<file path="config.mk">
export PLATFORM = sky130hd
export DESIGN_NAME = led_pwm_sciemniacz
export DESIGN_NICKNAME = d
export VERILOG_FILES = /design/src/rtl/led_pwm_sciemniacz.sv
export SDC_FILE = /design/constraint.sdc
export NUM_CORES = 1
export LEC_CHECK = 0
export BUFFER_PORTS_ARGS = -buffer_cell sky130_fd_sc_hd__clkbuf_2
export CORE_ASPECT_RATIO = 1.4
export CORE_MARGIN = 2
export CORE_UTILIZATION = 50
export DETAILED_ROUTE_END_ITERATION = 16
export HOLD_SLACK_MARGIN = 0.02
export PLACE_DENSITY = 0.66
export SLEW_MARGIN = 10
export SYNTH_ARGS = -nofsm -noshare
export SYNTH_HDL_FRONTEND = slang
export SYNTH_SLANG_ARGS = --single-unit
</file>
<file path="constraint.sdc">
create_clock -name in_clk -period 11.41 [get_ports in_clk]
set_input_delay 0.5705 -clock in_clk [delete_from_list [all_inputs] [get_ports in_clk]]
set_output_delay 0.5705 -clock in_clk [all_outputs]
set_load 0.01 [all_outputs]
</file>
<file path="src/rtl/led_pwm_sciemniacz.sv">
// Multi-channel LED dimmer: debounced up/down buttons select a brightness level
// per channel; PWM thresholds fade toward the level's target at period boundaries.
module led_pwm_sciemniacz #(
    parameter int unsigned CHANNELS        = 4,
    parameter int unsigned COUNTER_WIDTH   = 16,
    parameter int unsigned LEVELS          = 4,
    parameter real         MIN_DUTY        = 0.1,
    parameter int unsigned DEBOUNCE_CYCLES = 100000,
    parameter int unsigned FADE_STEP       = 2048
) (
    input  logic                                                in_clk,
    input  logic                                                in_rst_n,
    input  logic                                                in_przycisk_gora,
    input  logic                                                in_przycisk_dol,
    input  logic [((CHANNELS > 1) ? $clog2(CHANNELS) : 1)-1:0]  in_kanal,
    output logic [CHANNELS-1:0]                                 out_led,
    output logic [$clog2(LEVELS+1)-1:0]                         out_poziom,
    output logic                                                out_okres_koniec
);

    localparam int unsigned W  = COUNTER_WIDTH;
    localparam int unsigned KW = (CHANNELS > 1) ? $clog2(CHANNELS) : 1;
    localparam int unsigned LW = $clog2(LEVELS + 1);
    localparam int unsigned DW = (DEBOUNCE_CYCLES > 1) ? $clog2(DEBOUNCE_CYCLES) : 1;

    localparam logic [W:0]    FULL     = {1'b1, {W{1'b0}}};
    localparam logic [W:0]    FS       = (FADE_STEP >= (32'd1 << W)) ? FULL : (W+1)'(FADE_STEP);
    localparam bit            FADE_OFF = (FADE_STEP == 0);
    localparam logic [DW-1:0] DB_LAST  = DW'(DEBOUNCE_CYCLES - 1);

    // Geometric duty table entry for level k; top level is forced to fully lit.
    function automatic logic [W:0] thr_calc(input int unsigned k);
        real frac;
        real duty;
        if (k == 0) begin
            return '0;
        end
        if (k >= LEVELS) begin
            return FULL;
        end
        frac = real'(k - 1) / real'(LEVELS - 1);
        duty = MIN_DUTY * ((1.0 / MIN_DUTY) ** frac);
        return (W+1)'($rtoi(duty * real'(FULL) + 0.5));
    endfunction

    logic [W:0] thr_tab [LEVELS+1];

    for (genvar k = 0; k <= LEVELS; k++) begin : g_thr
        localparam logic [W:0] T_K = thr_calc(k);
        assign thr_tab[k] = T_K;
    end

    logic [1:0]    sync1;
    logic [1:0]    sync2;
    logic [1:0]    deb;
    logic [1:0]    deb_d;
    logic [DW-1:0] deb_cnt [2];
    logic [1:0]    press_c;

    logic [W-1:0]  cnt;
    logic          wrap_c;
    logic [LW-1:0] level [CHANNELS];
    logic [W:0]    act [CHANNELS];
    logic [W:0]    tgt_c [CHANNELS];
    logic [W:0]    dist_c [CHANNELS];
    logic [W:0]    act_next_c [CHANNELS];

    // Button synchroniser and debounce (bit 1 = up, bit 0 = down).
    always_ff @(posedge in_clk or negedge in_rst_n) begin
        if (!in_rst_n) begin
            sync1 <= '0;
            sync2 <= '0;
            deb   <= '0;
            deb_d <= '0;
            for (int b = 0; b < 2; b++) begin
                deb_cnt[b] <= '0;
            end
        end else begin
            sync1 <= {in_przycisk_gora, in_przycisk_dol};
            sync2 <= sync1;
            deb_d <= deb;
            for (int b = 0; b < 2; b++) begin
                if (sync2[b] == deb[b]) begin
                    deb_cnt[b] <= '0;
                end else if (deb_cnt[b] == DB_LAST) begin
                    deb[b]     <= sync2[b];
                    deb_cnt[b] <= '0;
                end else begin
                    deb_cnt[b] <= deb_cnt[b] + DW'(1);
                end
            end
        end
    end

    // Press events are rising edges of the debounced values only.
    always_comb begin
        press_c = deb & ~deb_d;
    end

    // Level of the selected channel; simultaneous up+down cancels out.
    always_ff @(posedge in_clk or negedge in_rst_n) begin
        if (!in_rst_n) begin
            for (int i = 0; i < CHANNELS; i++) begin
                level[i] <= '0;
            end
        end else begin
            for (int i = 0; i < CHANNELS; i++) begin
                if (in_kanal == KW'(i)) begin
                    if (press_c == 2'b10 && level[i] != LW'(LEVELS)) begin
                        level[i] <= level[i] + LW'(1);
                    end else if (press_c == 2'b01 && level[i] != '0) begin
                        level[i] <= level[i] - LW'(1);
                    end
                end
            end
        end
    end

    // Level readback for the selected channel; out-of-range selection reads zero.
    always_comb begin
        out_poziom = '0;
        for (int i = 0; i < CHANNELS; i++) begin
            if (in_kanal == KW'(i)) begin
                out_poziom = level[i];
            end
        end
    end

    // Free-running PWM period counter.
    always_comb begin
        wrap_c = &cnt;
    end

    always_ff @(posedge in_clk or negedge in_rst_n) begin
        if (!in_rst_n) begin
            cnt              <= '0;
            out_okres_koniec <= 1'b0;
        end else begin
            cnt              <= cnt + W'(1);
            out_okres_koniec <= wrap_c;
        end
    end

    // Next active threshold: step toward the level's target, clamping onto it.
    always_comb begin
        for (int i = 0; i < CHANNELS; i++) begin
            tgt_c[i]      = '0;
            dist_c[i]     = '0;
            act_next_c[i] = act[i];
            for (int k = 0; k <= LEVELS; k++) begin
                if (level[i] == LW'(k)) begin
                    tgt_c[i] = thr_tab[k];
                end
            end
            dist_c[i] = (tgt_c[i] >= act[i]) ? (tgt_c[i] - act[i]) : (act[i] - tgt_c[i]);
            if (FADE_OFF || dist_c[i] <= FS) begin
                act_next_c[i] = tgt_c[i];
            end else if (tgt_c[i] > act[i]) begin
                act_next_c[i] = act[i] + FS;
            end else begin
                act_next_c[i] = act[i] - FS;
            end
        end
    end

    // Thresholds move only on the wrap so a period's duty never changes mid-way.
    always_ff @(posedge in_clk or negedge in_rst_n) begin
        if (!in_rst_n) begin
            for (int i = 0; i < CHANNELS; i++) begin
                act[i] <= '0;
            end
        end else if (wrap_c) begin
            for (int i = 0; i < CHANNELS; i++) begin
                act[i] <= act_next_c[i];
            end
        end
    end

    // Registered PWM compare; threshold 2^W keeps the LED permanently lit.
    always_ff @(posedge in_clk or negedge in_rst_n) begin
        if (!in_rst_n) begin
            out_led <= '0;
        end else begin
            for (int i = 0; i < CHANNELS; i++) begin
                out_led[i] <= ({1'b0, cnt} < act[i]);
            end
        end
    end

endmodule

</file>
==> impl_metrics.yaml <==
yosys:
  synth_enable_flop_cells: 0
  synth.net_count: 1953
  flip_flop_and_latch_count_after_synthesis: 127
  commonest_register_cell_after_synthesis: "sky130_fd_sc_hd__dfrtp_1"
  synth_commonest_cells: "195 x sky130_fd_sc_hd__ha_1, 140 x sky130_fd_sc_hd__inv_1, 130 x sky130_fd_sc_hd__nor2_1"
  yosys.cell_count.top_type: "sky130_fd_sc_hd__ha_1"
  netlist_area_before_placement_sq_um: 14400
  yosys_warnings: 0
  yosys-top-cells-area: "sky130_fd_sc_hd__dfrtp_1 22%, sky130_fd_sc_hd__ha_1 17%, sky130_fd_sc_hd__a21oi_1 4.3%"
  post-synth-top-area-fraction_pct: 22.1
  synth-async-reset-ratio_pct: 100
  avgSynthCellArea_sq_um: 8.28
  synth.yosys.seq_area_share_pct: 22.1
  syn_inst: 1740
  synth_largest_area_cell: "sky130_fd_sc_hd__dfrtp_1"
  netlist-cell-type-count: 90
setup_path:
  crit-reg2reg-capture: "act[67]"
  timing.critical_path.to_type: "register"
  cp_data_arrival_time_ns: 6.25
  cp-start-kind: "register"
  reg2reg_setup_slack_ns: 5.47
  launch_point_of_the_critical_path: "level[9]"
  timing.setup.critical_path_class: "reg2reg"
  worstReg2RegStart: "level[9]"
  worst-endpoint-required_ns: 11.72
  maximum_fanout_along_the_worst_path: 17
  reg2regPathDepth: 19
timing:
  max_freq_ghz: 0.168
  worst_slew_pin_slew_ns: 0.816
  report.final.hold_viol_count: 0
  fin_skew_ns: 0.00807
  rsz_0062_raised_after_global_routing: "no"
  post-route-min-period_ns: 5.94
  max_slew_margin_pct: 45.0
  fin_hold_ws_ns: 0.194
  tns_ns: 0
  final_worst_path_cycle_share_pct: 52.1
  timing.final.setup_violations: 0
  timing_max_transition_violations_final: 0
cts:
  clockRootBuffer: "sky130_fd_sc_hd__clkbuf_16"
  number_of_buffers_inserted_during_clock_tree_synthesis: 17
  insertion_delay_ns: 0.43
  cts-hold-fix-buffers: 0
  cts-resized-gates: 0
  cts_tree: "yes"
  cts_buffer_depth: 2
  number_of_setup_buffers_added_after_cts: 0
  cts.clk_slew.worst_paths_ns: 0.06
  clock_sink_count: 127
  clock_tree.htree_level_count: 4
detailed_routing:
  wire_per_inst_um: 18.5
  drt-initial-drc-count: 887
  drt_pre_antenna_iters: 5
  drt-vias-per-instance: 6.10
  postRouteAntennaNets: 0
  drt_wl_total_mm: 38.7
  route.vias.total: 12800
  post-route-drc-count: 0
finish:
  nNetsFinal: 1918
  fillerInstances: 2654
  drive_gt1_share_pct: 5.18
  area.sequential_sq_um: 3180
  finish.utilization_pct: 53.6
  final_cell_count_no_fill: 2093
  multi_input_comb_area_sq_um: 10400
  area.growth.synth_to_final_pct: 5.73
  number_of_diodes_added_for_antenna_fixing: 0
global_routing:
  gr-usage-met3_pct: 2.87
  grt_first_pass_wirelength_mm: 64.3
  met2_usage_pct: 45.5
  grt_antenna_before_repair: 0
  grt_util_all_layers_pct: 26.1
  grt_max_degree: 75
  grt-busiest-layer: "met2"
  global_route.usage.met1_pct: 32.4
  gr-total-overflow: 0
  via_count_of_the_first_global_routing_pass: 12500
placement:
  place.port_buffers: 13
  placed_cells_incl_taps: 2061
  gp_routability_congestion: 0.941
  post-dp-hpwl_mm: 29.5
die:
  die_h_um: 205
  std_cell_rows: 73
  floorplan.die_area_sq_um: 30200
  initial_utilization_pct: 50.7
  floorplan.die.width_um: 147
  io_pins: 14
  core_sq_um: 28400
power_and_ir_drop:
  max-vdd-ir-drop_mv: 0.103
  power_leakage_nw: 7.33
  power_mw: 1.03
  total_power_divided_by_cell_area_nw_per_um2: 67.8
job:
  maxCapViolCount: 0
run_status:
  outcome: "finished clean"
worst_hold_path:
  timing.hold.worst.class: "in2async"
## registers in the layout, indices dropped and copies added (netlist names)
| register | cells |
|---|---|
| out_okres_koniec | 1 |
| out_led | 4 |
| deb_d | 2 |
| deb_cnt | 34 |
| level | 12 |
| deb | 2 |
| cnt | 16 |
| act | 52 |
| sync2 | 2 |
| sync1 | 2 |
## area by class of cell
cell class	count	area share, %
multi-input combinational	1401	68.1
sequential	127	20.9
inverter	142	3.50
tap	375	3.08
clock buffer	18	2.82
clock inverter	14	1.04
timing repair buffer	16	0.616
## per-stage QoR
stage | setup WS (ns) | area, sq um
6_report | 5.47 | 15200
3_5_place_dp | 5.44 | 14700
2_1_floorplan | 6.58 | 14400
5_1_grt | 5.12 | 15200
4_1_cts | 5.41 | 15200
3_3_place_gp | 5.56 | 14700
## worst max path at each step
stage | depth (start not counted) | slack (ns) | end
finish | 19 | 5.47 | act[67]
global route | 16 | 5.12 | act[9]
CTS | 19 | 5.41 | act[67]
global placement | 19 | 5.56 | act[67]
floorplan | 22 | 6.58 | act[16]
detailed placement | 19 | 5.44 | act[67]
## cell usage in the layout, fill, tap and decap left out, types with 12 or more instances in the layout
cell type,Yosys,routed
sky130_fd_sc_hd__xor2_1,50,50
sky130_fd_sc_hd__and3_1,27,27
sky130_fd_sc_hd__mux2i_1,53,53
sky130_fd_sc_hd__o21bai_1,18,18
sky130_fd_sc_hd__clkbuf_16,0,17
sky130_fd_sc_hd__o22ai_1,13,13
sky130_fd_sc_hd__a31oi_1,24,24
sky130_fd_sc_hd__clkbuf_2,0,12
sky130_fd_sc_hd__nand3_1,63,63
sky130_fd_sc_hd__nand2b_1,22,22
sky130_fd_sc_hd__fa_1,12,12
sky130_fd_sc_hd__nand4_1,19,19
sky130_fd_sc_hd__o21ai_0,95,95
sky130_fd_sc_hd__a21oi_1,124,124
sky130_fd_sc_hd__a21o_1,69,69
sky130_fd_sc_hd__inv_1,140,140
sky130_fd_sc_hd__o211ai_1,17,17
sky130_fd_sc_hd__nand2_1,122,122
sky130_fd_sc_hd__ha_1,195,195
sky130_fd_sc_hd__nor2b_1,24,24
sky130_fd_sc_hd__nor2_1,130,130
sky130_fd_sc_hd__dfrtp_1,127,127
sky130_fd_sc_hd__nor3_1,28,28
sky130_fd_sc_hd__xnor2_1,66,66
sky130_fd_sc_hd__a211oi_1,12,12
## critical path: stages (launching register included)
cell	delay [ns]
sky130_fd_sc_hd__dfrtp_1	0.43
sky130_fd_sc_hd__inv_1	0.16
sky130_fd_sc_hd__ha_1	0.24
sky130_fd_sc_hd__nand2_1	0.20
sky130_fd_sc_hd__nand2_1	0.28
sky130_fd_sc_hd__inv_1	0.21
sky130_fd_sc_hd__a21oi_1	0.47
sky130_fd_sc_hd__nand2_1	0.33
sky130_fd_sc_hd__ha_1	0.50
sky130_fd_sc_hd__a31oi_1	0.21
sky130_fd_sc_hd__o21ai_1	0.14
sky130_fd_sc_hd__a211o_1	0.25
sky130_fd_sc_hd__nor3_1	0.17
sky130_fd_sc_hd__nand2b_4	0.27
sky130_fd_sc_hd__mux2_2	0.36
sky130_fd_sc_hd__a221oi_2	0.28
sky130_fd_sc_hd__mux2_4	0.35
sky130_fd_sc_hd__nor3_4	0.58
sky130_fd_sc_hd__a21oi_1	0.09
sky130_fd_sc_hd__a221o_1	0.28
## power breakdown
part	switching (mW)	leakage, nW	internal (mW)
Clock	0.225	0.292	0.326
Sequential	0.00242	1.70	0.453
Combinational	0.0188	5.33	0.00759
## routing by layer
| metal | part of all wire (%) | wire length, um |
|---|---|---|
| met5 | 0 | 0 |
| met4 | 4.1 | 1570 |
| met3 | 3.6 | 1390 |
| met2 | 49 | 19100 |
| met1 | 43 | 16700 |
## cell families (layout without fill, tap and decap cells)
| family | Yosys count | in the layout | synth area share, % |
|---|---|---|---|
| muxes | 61 | 61 | 4.57 |
| buffers and inverters | 212 | 190 | 5.96 |
| DFF | 127 | 127 | 22.1 |
| AOI/OAI and AO/OA | 504 | 504 | 23.2 |
| xor gates and xnor gates | 117 | 117 | 7.16 |
| adders and majority gates | 214 | 214 | 19.1 |
| and+or+nand+nor | 505 | 505 | 18.0 |
No activity file was read; power rests on OpenSTA's default activity.
